===== config.mk =====
export PLATFORM = sky130hd
export DESIGN_NAME = rr_arbiter_enc_flat
export DESIGN_NICKNAME = d
export VERILOG_FILES = /design/src/rtl/rr_arbiter_enc_if.sv /design/src/rtl/rr_arbiter_enc.sv /design/src/flat_wrapper.sv
export SDC_FILE = /design/constraint.sdc
export NUM_CORES = 1
export LEC_CHECK = 0
export BUFFER_PORTS_ARGS = -buffer_cell sky130_fd_sc_hd__buf_2
export CAP_MARGIN = 20
export CORE_ASPECT_RATIO = 1.2
export CORE_MARGIN = 1.5
export CORE_UTILIZATION = 35
export DETAILED_ROUTE_END_ITERATION = 16
export SLEW_MARGIN = 20
export SYNTH_ARGS = -nofsm -noshare
export SYNTH_HDL_FRONTEND = slang
export SYNTH_SLANG_ARGS = --single-unit

===== constraint.sdc =====
create_clock -name clock_i -period 9.65 [get_ports clock_i]
set_input_delay 0 -clock clock_i [delete_from_list [all_inputs] [get_ports clock_i]]
set_output_delay 0 -clock clock_i [all_outputs]
set_load 0.01 [all_outputs]

===== src/rtl/rr_arbiter_enc_if.sv =====
// Request/grant bundle between one router output port's requesters and its arbiter.
// master drives requests and the tail/ready handshake; slave returns the held grant.
interface rr_arbiter_enc_if #(
  parameter int SIZE = 8
);
  localparam int IDX_W = (SIZE > 1) ? $clog2(SIZE) : 1;

  logic [SIZE-1:0]  request;
  logic             tail_release;
  logic             grant_ready;
  logic             grant_valid;
  logic [IDX_W-1:0] grant_idx;
  logic             grant_xfer;

  modport master (
    output request, tail_release, grant_ready,
    input  grant_valid, grant_idx, grant_xfer
  );

  modport slave (
    input  request, tail_release, grant_ready,
    output grant_valid, grant_idx, grant_xfer
  );
endinterface


===== src/rtl/rr_arbiter_enc.sv =====
// Packet-level round-robin arbiter with registered binary grant; ARB_FAST_REARB_EN removes the inter-packet bubble.
// Latency: request->grant_valid 1 cycle; the grant stays locked until tail_release coincides with grant_ready.
module rr_arbiter_enc #(
  parameter int SIZE = 8
) (
  input  logic            clock_i,
  input  logic            reset_n_i,
  rr_arbiter_enc_if.slave arb
);
  localparam int IDX_W = (SIZE > 1) ? $clog2(SIZE) : 1;
  localparam logic [IDX_W-1:0] LAST_IDX = IDX_W'(SIZE - 1);

  typedef enum logic {
    IDLE   = 1'b0,
    LOCKED = 1'b1
  } state_t;

  state_t           state_q;
  logic [IDX_W-1:0] ptr_q;
  logic [IDX_W-1:0] grant_idx_q;
  logic             grant_valid_q;

  logic             tail_xfer;
  logic [IDX_W-1:0] next_ptr;
  logic [IDX_W-1:0] arb_ptr;
  logic [SIZE-1:0]  req_eff;
  logic             win_vld;
  logic [IDX_W-1:0] win;

  assign tail_xfer = (state_q == LOCKED) & arb.tail_release & arb.grant_ready;
  // Wrap at SIZE so a non-power-of-two port count never points past the last requester.
  assign next_ptr  = (grant_idx_q == LAST_IDX) ? '0 : grant_idx_q + IDX_W'(1);

`ifdef ARB_FAST_REARB_EN
  assign arb_ptr = tail_xfer ? next_ptr : ptr_q;
  assign req_eff = tail_xfer ? (arb.request & ~(SIZE'(1) << grant_idx_q)) : arb.request;
`else
  assign arb_ptr = ptr_q;
  assign req_eff = arb.request;
`endif

  always_comb begin
    int cand;
    win_vld = 1'b0;
    win     = '0;
    cand    = 0;
    for (int i = 0; i < SIZE; i++) begin
      cand = int'(arb_ptr) + i;
      if (cand >= SIZE) cand = cand - SIZE;
      if (!win_vld && req_eff[cand[IDX_W-1:0]]) begin
        win_vld = 1'b1;
        win     = cand[IDX_W-1:0];
      end
    end
  end

  always_ff @(posedge clock_i or negedge reset_n_i) begin
    if (!reset_n_i) begin
      state_q       <= IDLE;
      ptr_q         <= '0;
      grant_idx_q   <= '0;
      grant_valid_q <= 1'b0;
    end else begin
      case (state_q)
        IDLE: begin
          if (win_vld) begin
            grant_idx_q   <= win;
            grant_valid_q <= 1'b1;
            state_q       <= LOCKED;
          end
        end
        LOCKED: begin
          if (tail_xfer) begin
            ptr_q <= next_ptr;
`ifdef ARB_FAST_REARB_EN
            if (win_vld) begin
              grant_idx_q <= win;
            end else begin
              grant_valid_q <= 1'b0;
              state_q       <= IDLE;
            end
`else
            grant_valid_q <= 1'b0;
            state_q       <= IDLE;
`endif
          end
        end
        default: state_q <= IDLE;
      endcase
    end
  end

  assign arb.grant_valid = grant_valid_q;
  assign arb.grant_idx   = grant_idx_q;
  assign arb.grant_xfer  = grant_valid_q & arb.grant_ready;
endmodule


===== src/flat_wrapper.sv =====
// flat-port wrapper written by rule: the top's interface ports become plain ports
module rr_arbiter_enc_flat 
#(
  parameter int SIZE = 8
)
  (clock_i, reset_n_i, arb_request, arb_tail_release, arb_grant_ready, arb_grant_valid, arb_grant_idx, arb_grant_xfer);
  rr_arbiter_enc_if #(.SIZE(SIZE)) arb_i ();
  input  logic clock_i;
  input  logic reset_n_i;
  input wire logic [$bits(arb_i.request)-1:0] arb_request;
  input wire logic [$bits(arb_i.tail_release)-1:0] arb_tail_release;
  input wire logic [$bits(arb_i.grant_ready)-1:0] arb_grant_ready;
  output wire logic [$bits(arb_i.grant_valid)-1:0] arb_grant_valid;
  output wire logic [$bits(arb_i.grant_idx)-1:0] arb_grant_idx;
  output wire logic [$bits(arb_i.grant_xfer)-1:0] arb_grant_xfer;
  assign arb_i.request = arb_request;
  assign arb_i.tail_release = arb_tail_release;
  assign arb_i.grant_ready = arb_grant_ready;
  assign arb_grant_valid = arb_i.grant_valid;
  assign arb_grant_idx = arb_i.grant_idx;
  assign arb_grant_xfer = arb_i.grant_xfer;
  rr_arbiter_enc #(.SIZE(SIZE)) u_core (.clock_i(clock_i), .reset_n_i(reset_n_i), .arb(arb_i));
endmodule

# Yosys cells after proc, flatten, opt, wreduce, memory -nomap -nowiden
# Index checks and enable logic that the tools add are counted.
# W data, S select, Z words.
[op_classes] magnitude_cmp=16 eq_ne=3 bitwise_logic=4 n_addsub=16 n_reduce_logical=17 n_mux=47
[ops] operator="$mux W3" n=17
[ops] operator="$lt A3 B4 Y1 const B" n=8
[ops] operator="$ge A4 B4 Y1 const B" n=7
[ops] operator="$bmux W1 S3" n=8
[ops] operator="$sub A3 B1 Y3 const B" n=8
[ops] operator="$mux W1" n=20
[ops] operator="$add A3 B3 Y4 const B" n=4
[ops] operator="$add A3 B2 Y4 const B" n=2
[ops] operator="$logic_and A1 B1 Y1" n=7
[ops] operator="$logic_not A1 Y1" n=7
[ops] operator="$reduce_and A2 Y1" n=3
[ops] operator="$add A3 B1 Y4 const B" n=1
[ops] operator="$ge A3 B4 Y1 const B" n=1
[ops] operator="$pmux W1 S2" n=2
[ops] operator="$add A3 B1 Y3 const B" n=1
[ops] operator="$and A1 B1 Y1" n=3
[ops] operator="$eq A3 B3 Y1 const B" n=1
[ops] operator="$ne A2 B1 Y1 const B" n=1
[ops] operator="$ne A2 B2 Y1 const B" n=1
[ops] operator="$not A1 Y1" n=1
[word_totals] reg_bits=8 elab_cells=107 out_inout_bits=5 input_bits=12

# Depth between registers and ports, before layout
# Gate-level depths: netlist of the first run.
[logic_depth] depth_word=28 ltp_mapped=12 depth_no_buf=9

# Worst setup path after synthesis of the first run
# OpenSTA, ideal clock, no wires.
[synth_path] kind="register -> register" startpoint="register u_core.ptr_q[0] (netlist: u_core.arb_ptr[0])" endpoint="register u_core.grant_idx_q[1] (netlist: u_core.arb.grant_idx[1])" slack_ns=6.567 period_less_slack_ns=3.083 path_buffers=3 setup_time_ns=0.087 path_stages_with_launch=13 t_arrival_ns=2.996 t_required_ns=9.563 cell_sequence="dfrtp_1 -> buf_6 -> buf_4 -> clkinv_1 -> ha_1 -> buf_6 -> mux2_1 -> mux4_2 -> o22ai_4 -> and4b_4 -> a31oi_4 -> and3_1 -> a211oi_2"
[synth_between] elab_chain_cells=27 word_cells_on_any_way=78 classes_between="add/sub: 15; order compare: 8; mux: 40; reduce/logical: 15"
[synth_rtl] item="start, declared" line="rr_arbiter_enc.sv:19" rtl="logic [IDX_W-1:0] ptr_q;"
[synth_rtl] item="start signal, assigned" line="rr_arbiter_enc.sv:74" rtl="ptr_q <= next_ptr;"
[synth_rtl] item="branches (longest 27 deep; another with $add A3 B1 Y4)"
[synth_rtl] item="end signal, assigned" line="rr_arbiter_enc.sv:67" rtl="grant_idx_q <= win;"
[synth_rtl] item="end, declared" line="rr_arbiter_enc.sv:20" rtl="logic [IDX_W-1:0] grant_idx_q;"
# Parallel ways; which one is timed is not known. The select of a mux whose other input is x is not followed.
# A chain may end at the register's enable or synchronous reset.

# Final worst setup path of the first run
# Ends and elaborated chain as after synthesis.

==> results of run 1 <==
registers in the layout, indices dropped and copies added, names as in the netlist:
name                    flops
u_core.arb.grant_idx        3
u_core.arb_ptr              3
u_core.state_q              1
u_core.arb.grant_valid      1
final cells by class:
type / count / area, um2 / area share (%)
tap: 36 / 45.0 / 3.51
multi-input combinational: 98 / 898 / 70.0
inverter: 7 / 26.3 / 2.05
timing repair buffer: 17 / 90.1 / 7.02
sequential: 8 / 200 / 15.6
clock buffer: 3 / 22.5 / 1.76
critical path: cells and delay by family (launching register included):
kind | cells | cell delay (ps)
fa+ha+maj | 1 | 660
mux | 2 | 940
compound gates | 3 | 440
simple gates | 2 | 530
flops | 1 | 730
buf+inv | 1 | 300
cell usage after synthesis (3+ instances only):
master	instances
a221o_1	3
nor2_1	8
mux4_2	8
ha_1	4
buf_6	4
nand3_1	3
o21ai_0	5
inv_1	6
a21oi_1	6
nand2_1	8
o22ai_1	3
dfrtp_1	8
mux2i_1	6
mux2_2	5
layer usage:
metal	global-route usage (%)	up-vias	share of wire (%)
met1	18.4	512	40
met3	1.55	8	3.0
met4	7.14	0	2.4
li1	-	497	-
met2	30.4	23	54
met5	0	-	0
cell families after synthesis:
logic type | synth area share (%)
AO/OA/AOI/OAI | 23.2
XOR/XNOR | 2.23
adder cells (fa/ha/maj) | 4.25
buffers and inverters | 6.69
flip-flops | 17.0
multiplexers | 30.6
AND/OR/NAND/NOR | 16.0
worst min path at each step:
stage / from / end / slack [ps] / depth (start not counted)
floorplan: reset_n_i / u_core.arb.grant_idx[0]$_DFFE_PN0P_ / -300 / 0
global placement: reset_n_i / u_core.arb.grant_valid$_DFFE_PN0P_ / -150 / 1
detailed placement: reset_n_i / u_core.arb.grant_valid$_DFFE_PN0P_ / -150 / 1
CTS: reset_n_i / u_core.arb.grant_valid$_DFFE_PN0P_ / 100 / 2
global route: reset_n_i / u_core.arb.grant_valid$_DFFE_PN0P_ / 130 / 2
finish: reset_n_i / u_core.arb.grant_idx[0]$_DFFE_PN0P_ / 110 / 2
placed cells by master (no fill, tap or decap), types with 3 or more instances in the layout:
| master | count |
|---|---|
| buf_2 | 16 |
| mux4_2 | 8 |
| nor2_1 | 8 |
| nand2_1 | 8 |
| dfrtp_1 | 8 |
| inv_1 | 6 |
| mux2i_1 | 6 |
| a21oi_1 | 6 |
| mux2_2 | 5 |
| o21ai_0 | 5 |
| ha_1 | 4 |
| a221o_1 | 3 |
| nand3_1 | 3 |
| o22ai_1 | 3 |
| clkbuf_4 | 3 |
through the flow:
step | cells | setup slack [ps] | hold WS, ps | util [%]
after floorplan | 118 | 6570 | -296 | -
after global placement | 165 | 6060 | -152 | 39.8
after detailed placement | 165 | 5970 | -151 | 39.8
after CTS | 169 | 5960 | 104 | 40.9
after global routing | 169 | 5670 | 129 | 40.9
final | 169 | 5970 | 112 | 40.9
==> results.yml, run 1 <==
clocking:
  clk_latency_ps: 250
  clockRootBuffer: "clkbuf_4"
  post_cts_buffers: 0
  tritoncts: "done"
  clkTransAtPathRegs_ps: 50
  cts.repair.resized: 0
  h-tree-depth: 1
  cts.path.max_buffers: 2
  cts_hold_buffers: 1
  cts_inserted_buffers: 3
  cts.sinks: 8
critical_path:
  worstPathRequired_ps: 9820
  cp-end-kind: "flip-flop"
  critPathMaxFanout: 17
  critPathKind: "reg2reg"
  path_cells: "clkinv_1 > ha_1 > mux2_1 > mux4_2 > o22ai_4 > and4b_4 > a31oi_4 > and3_1 > a211oi_2"
  worstReg2RegStart: "u_core.arb_ptr[0]$_DFFE_PN0P_"
  endpoint: "u_core.arb.grant_idx[1]$_DFFE_PN0P_"
  worstSetupStartpointType: "flip-flop"
  reg2reg_slack_ps: 5970
  r2r_cells: 9
  startpoint: "u_core.arb_ptr[0]$_DFFE_PN0P_"
  crit_path_max_incr_delay_ps: 730
  worstPathArrival_ps: 3850
  slowest_stage: "dfrtp_1"
  rr_endpoint: "u_core.arb.grant_idx[1]$_DFFE_PN0P_"
timing:
  clock_skew_ps: 5.55
  rsz0062_at_grt: "no"
  max_freq_mhz: 272
  setup_viol: 0
  tns_ps: 0
  fin_crit_sh_pct: 38.1
  fin_crit_ps: 3680
  worstMarginPinSlew_ps: 617
  maxSlewViolCount: 0
  hold_viol: 0
  slew_headroom_pct: 58.9
grt:
  grt_pass1_wl_um: 4820
  antenna_found_initial: 0
  gr-total-overflow: 0
  grt_pass1_vias: 1062
  grt_max_degree: 18
  grtUsageTotal_pct: 16.1
die:
  ioPinCount: 17
  core_area_um2: 3140
  start_util_pct: 37.5
  row_count: 22
  die_x_um: 55.9
  die_area_um2: 3720
  die_h_um: 66.5
placed_design:
  dp_hpwl_um: 2180
  gp_congestion: 0.832
  placed_cell_area_um2: 1250
  port_buffers: 16
layout:
  antennaDiodeCount: 0
  syn_to_final_growth_pct: 8.93
  final_area_um2: 1280
  drive_gt1_share_pct: 30.8
  fillerInstances: 329
  layout.nets: 151
route:
  wl_per_cell_um: 16.0
  drc_errors: 0
  viasPerCell: 6.15
  via_count: 1040
  firstDrtPassIters: 4
  drt_iter0_drc: 22
  ant_nets: 0
  finalWirelength_um: 2710
run_status:
  status: "finished, final reports clean"
synthesis:
  synth_nets: 134
  synth_area_leader_cell: "dfrtp_1"
  syn_area_um2: 1180
  synth_top_flop_cell: "dfrtp_1"
  synth_edf_count: 0
  synth-seq-area-share_pct: 17.0
  ys_ff_latch: 8
  yosysWarnings: 0
  ys_top_cells_by_area: "dfrtp_1, mux4_2, mux2i_1"
  synth_area_per_cell_um2: 9.98
  synth_top_cell_area_share_pct: 17.0
  synthArstFlopShare_pct: 100
  netlist_instances: 118
  synth_cell_type_count: 45
run:
  timing.max_cap.violations: 0
hold_path:
  min_path_type: "in2async"
Power of run 1 is not shown: default switching activity piles up to over one toggle a cycle in this logic, so the estimate is an artifact.
==> run 2: changes to the inputs <==
Settings changed: ABC_AREA set to 1.
Clock period 9.65 ns to 3.6 ns, I/O delays scaled along.
==> results.yml, run 2 <==
timing:
  fin_crit_ps: 2770
  holdWs_ps: 106
  clock_skew_ps: 0.339
  tns_ps: 0
  max_freq_mhz: 361
  setup_viol: 0
  maxSlewViolCount: 0
  rsz0062_at_grt: "no"
  fin_crit_sh_pct: 77.0
  slew_headroom_pct: 58.5
  worstMarginPinSlew_ps: 622
  hold_viol: 0
critical_path:
  cp_common_cell: "nand2_1"
  crit_path_max_incr_delay_ps: 620
  r2r_cells: 13
  slowest_stage: "dfrtp_1"
  cp-end-kind: "flip-flop"
  critPathKind: "reg2reg"
  reg2reg_slack_ps: 830
  critPathMaxFanout: 10
  worstReg2RegStart: "u_core.arb_ptr[1]$_DFFE_PN0P_"
  worstPathRequired_ps: 3730
  path_cells: "clkinv_2 > ha_1 > inv_1 > nand3_1 > nand2_1 > nor2_1 > a31oi_2 > inv_2 > nor2_4 > nand3_2 > nand2_4 > nand3b_1 > nand2_1"
  rr_endpoint: "u_core.arb.grant_idx[0]$_DFFE_PN0P_"
  worstSetupStartpointType: "flip-flop"
  worstPathArrival_ps: 2900
layout:
  layout_common_cells: "nand2_1, nand3_1, nor2_1"
  syn_to_final_growth_pct: 11.3
  antennaDiodeCount: 0
  final_area_um2: 1220
  layout.nets: 203
  stdcell_count: 221
  final_common_cell: "nand2_1"
  drive_gt1_share_pct: 24.3
die:
  row_count: 22
  start_util_pct: 36.2
  die_x_um: 54.1
  ioPinCount: 17
  die_area_um2: 3470
  core_area_um2: 3030
  die_h_um: 64.3
synthesis:
  synthSimpleGateAreaFrac_pct: 55.7
  synth_area_per_cell_um2: 6.52
  synth_edf_count: 0
  synth.most_common_cell: "nand2_1"
  synth_nets: 184
  synthMuxAreaShare_pct: 0
  synthArstFlopShare_pct: 100
  synth-seq-area-share_pct: 18.3
  yosysWarnings: 0
  yosys.area_share.xor_xnor_pct: 6.29
  synth_area_leader_cell: "nand2_1"
  ys_top_cells_by_count: "nand2_1, nand3_1, nor2_1"
  netlist_instances: 168
  synthAdderAreaFrac_pct: 4.57
  ys_ff_latch: 8
  synth_top_cell_area_share_pct: 20.9
  synth_top_family_by_area: "simple AND/OR/NAND/NOR gates"
  synth_cell_type_count: 26
  synth_compound_area_share_pct: 5.83
  syn_area_um2: 1090
  synth_top_flop_cell: "dfrtp_1"
  ys_top_cells_by_area: "nand2_1, dfrtp_1, nand3_1"
clocking:
  clkTransAtPathRegs_ps: 50
  h-tree-depth: 1
  cts.sinks: 8
  clockRootBuffer: "clkbuf_4"
  clk_latency_ps: 240
  post_cts_buffers: 0
  tritoncts: "done"
  cts.path.max_buffers: 2
  cts_inserted_buffers: 3
grt:
  grtUsageTotal_pct: 17.4
  grt_pass1_wl_um: 4460
  gr-total-overflow: 0
  grt_max_degree: 13
  grt_pass1_vias: 984
  antenna_found_initial: 0
route:
  ant_nets: 0
  wl_per_cell_um: 12.4
  viasPerCell: 4.95
  via_count: 1093
  drt_iter0_drc: 28
  firstDrtPassIters: 4
  finalWirelength_um: 2750
  drc_errors: 0
hold_path:
  min_path_cells: 3
  min_path_type: "in2reg"
  hold_end: "u_core.arb_ptr[0]$_DFFE_PN0P_"
  min-delay-start: "arb_tail_release"
placed_design:
  dp.cells: 217
  gp_congestion: 0.825
  placed_cell_area_um2: 1190
  dp_hpwl_um: 2340
  port_buffers: 16
run_status:
  status: "finished, final reports clean"
run:
  timing.max_cap.violations: 0
==> run 2: layout make-up <==
type	count	area, um2
sequential	8	200
tap	36	45.0
inverter	18	68.8
multi-input combinational	139	792
timing repair buffer	17	90.1
clock buffer	3	22.5
fill	324	1810
==> run 2: worst max-delay path by stage <==
stage	from	endpoint	slack [ps]
6_report	u_core.arb_ptr[1]$_DFFE_PN0P_	u_core.arb.grant_idx[0]$_DFFE_PN0P_	830
3_3_place_gp	u_core.arb_ptr[1]$_DFFE_PN0P_	u_core.arb.grant_idx[0]$_DFFE_PN0P_	890
2_1_floorplan	u_core.arb_ptr[1]$_DFFE_PN0P_	u_core.arb.grant_idx[0]$_DFFE_PN0P_	1410
3_5_place_dp	u_core.arb_ptr[1]$_DFFE_PN0P_	u_core.arb.grant_idx[0]$_DFFE_PN0P_	880
4_1_cts	u_core.arb_ptr[1]$_DFFE_PN0P_	u_core.arb.grant_idx[0]$_DFFE_PN0P_	860
5_1_grt	u_core.arb_ptr[1]$_DFFE_PN0P_	u_core.arb.grant_idx[0]$_DFFE_PN0P_	640
==> run 2: what timing repair did <==
| item | CTS | global route |
|---|---|---|
| resized for setup | 0 | 0 |
| hold buffers | 1 | 0 |
| endpoints found under the hold margin | 8 | 0 |
==> run 2: metrics by stage <==
stage	util [%]	setup slack, ps
3_5_place_dp	39.2	878
3_3_place_gp	39.2	895
6_report	40.2	827
5_1_grt	40.2	644
4_1_cts	40.2	860
2_1_floorplan	-	1410
==> run 2: critical path: cells and delay by family, from the launching register on <==
| family | cells | cell delay [ps] |
|---|---|---|
| AO/OA/AOI/OAI | 1 | 240 |
| AND/OR/NAND/NOR | 8 | 860 |
| flip-flops | 1 | 620 |
| adder cells (fa/ha/maj) | 1 | 410 |
| buffers and inverters | 3 | 530 |
==> run 2: cells by family after synthesis <==
logic type / Yosys count
and+or+nand+nor: 121
buffers and inverters: 21
AOI/OAI and AO/OA: 10
DFF: 8
xor gates and xnor gates: 4
adders and majority gates: 4
==> run 2: layer usage <==
metal,up-vias,wire (um),track usage [%]
li1,574,-,-
met1,490,1210,20.2
met2,27,1450,31.7
met3,2,72,0.701
met4,0,20,7.50
met5,-,0,0
Power of run 2 is left out for the same reason.
==> run 3: changes to the inputs <==
Clock period 3.6 ns to 2.85 ns, I/O delays scaled along.
==> results.yml, run 3 (synthesis results as in run 2) <==
timing:
  fin_crit_ps: 2310
  hold_viol: 0
  slew_headroom_pct: 61.6
  max_freq_mhz: 433
  clock_skew_ps: 4.43
  maxSlewViolCount: 0
  rsz0062_at_grt: "no"
  worstMarginPinSlew_ps: 576
  tns_ps: 0
  setup_viol: 0
  fin_crit_sh_pct: 81.0
die:
  die_h_um: 64.3
  die_x_um: 54.1
  ioPinCount: 17
  die_area_um2: 3470
  row_count: 22
  start_util_pct: 36.2
  core_area_um2: 3030
critical_path:
  worstReg2RegStart: "u_core.arb_ptr[1]$_DFFE_PN0P_"
  critPathMaxFanout: 7
  worstPathArrival_ps: 2440
  worstPathRequired_ps: 2990
  critPathKind: "reg2reg"
  r2r_cells: 13
  worstSetupStartpointType: "flip-flop"
  cp-end-kind: "flip-flop"
  rr_endpoint: "u_core.arb.grant_idx[0]$_DFFE_PN0P_"
  reg2reg_slack_ps: 540
layout:
  layout.nets: 205
  drive_gt1_share_pct: 25.1
  layout_common_cells: "nand2_1, nand3_1, nor2_1"
  syn_to_final_growth_pct: 12.7
  final_common_cell: "nand2_1"
  antennaDiodeCount: 0
clocking:
  cts_inserted_buffers: 3
  tritoncts: "done"
  cts.path.max_buffers: 2
  cts.repair.resized: 0
  cts_hold_buffers: 1
  clkTransAtPathRegs_ps: 50
  clk_latency_ps: 250
  post_cts_buffers: 0
  cts.sinks: 8
  clockRootBuffer: "clkbuf_4"
  h-tree-depth: 1
hold_path:
  min-delay-start: "arb_tail_release"
  min_path_cells: 3
  hold_end: "u_core.arb_ptr[0]$_DFFE_PN0P_"
  min_path_type: "in2reg"
placed_design:
  port_buffers: 16
  gp_congestion: 0.816
  dp_hpwl_um: 2240
route:
  drt_iter0_drc: 40
  wl_per_cell_um: 12.1
  finalWirelength_um: 2690
  drc_errors: 0
  viasPerCell: 4.98
  ant_nets: 0
  via_count: 1110
  firstDrtPassIters: 6
grt:
  gr-total-overflow: 0
  grt_max_degree: 12
  grt_pass1_vias: 1037
  grt_pass1_wl_um: 4310
  antenna_found_initial: 0
  grtUsageTotal_pct: 16.8
run_status:
  status: "finished, final reports clean"
run:
  timing.max_cap.violations: 0
[run 3: cell count changes in the layout (fill, tap and decap cells not counted), sizes merged]
cell	delta
buf	+2
[run 3: area by class of cell]
cell class	instances	area, um2
Fill cell	329	1790
Multi-Input combinational cell	139	792
Sequential cell	8	200
Timing Repair Buffer	19	105
Inverter	18	68.8
Tap cell	36	45.0
Clock buffer	3	22.5
[run 3: metrics by stage]
step	cell area (um2)	cells	setup slack, ps	hold slack (ps)	util, %
after floorplan	1090	168	659	-296	-
after global placement	1200	219	562	-154	39.7
after detailed placement	1200	219	560	-146	39.7
after CTS	1230	223	541	97.8	40.7
after global routing	1230	223	326	132	40.7
final	1230	223	543	107	40.7
[run 3: metal layers]
layer,global-route usage (%),share of wire (%),vias up
met4,8.75,1.6,0
met3,1.64,5.2,6
met2,29.0,51,43
met1,19.8,42,484
li1,-,-,577
met5,0,0,-
[run 3: worst max-delay path, cell delays in order, from the launching register on]
cell      delay [ps]
dfrtp_1          350
clkinv_2         120
ha_1             380
inv_1            210
nand3_1          130
nand2_1           90
nor2_1            50
a31oi_2          230
inv_2             70
nor2_4           180
nand3_2          110
nand2_4          100
nand3b_1         110
nand2_1           50
[run 3: how the worst max path moves through the flow]
stage / slack, ps / start / cells after the start / endpoint
final: 540 / u_core.arb_ptr[1]$_DFFE_PN0P_ / 13 / u_core.arb.grant_idx[0]$_DFFE_PN0P_
after global placement: 560 / u_core.arb_ptr[1]$_DFFE_PN0P_ / 13 / u_core.arb.grant_idx[0]$_DFFE_PN0P_
after detailed placement: 560 / u_core.arb_ptr[1]$_DFFE_PN0P_ / 13 / u_core.arb.grant_idx[0]$_DFFE_PN0P_
after floorplan: 660 / u_core.arb_ptr[1]$_DFFE_PN0P_ / 14 / u_core.arb.grant_idx[0]$_DFFE_PN0P_
after CTS: 540 / u_core.arb_ptr[1]$_DFFE_PN0P_ / 13 / u_core.arb.grant_idx[0]$_DFFE_PN0P_
after global routing: 330 / u_core.arb_ptr[0]$_DFFE_PN0P_ / 14 / u_core.arb.grant_idx[1]$_DFFE_PN0P_
Power of run 3 is left out for the same reason.
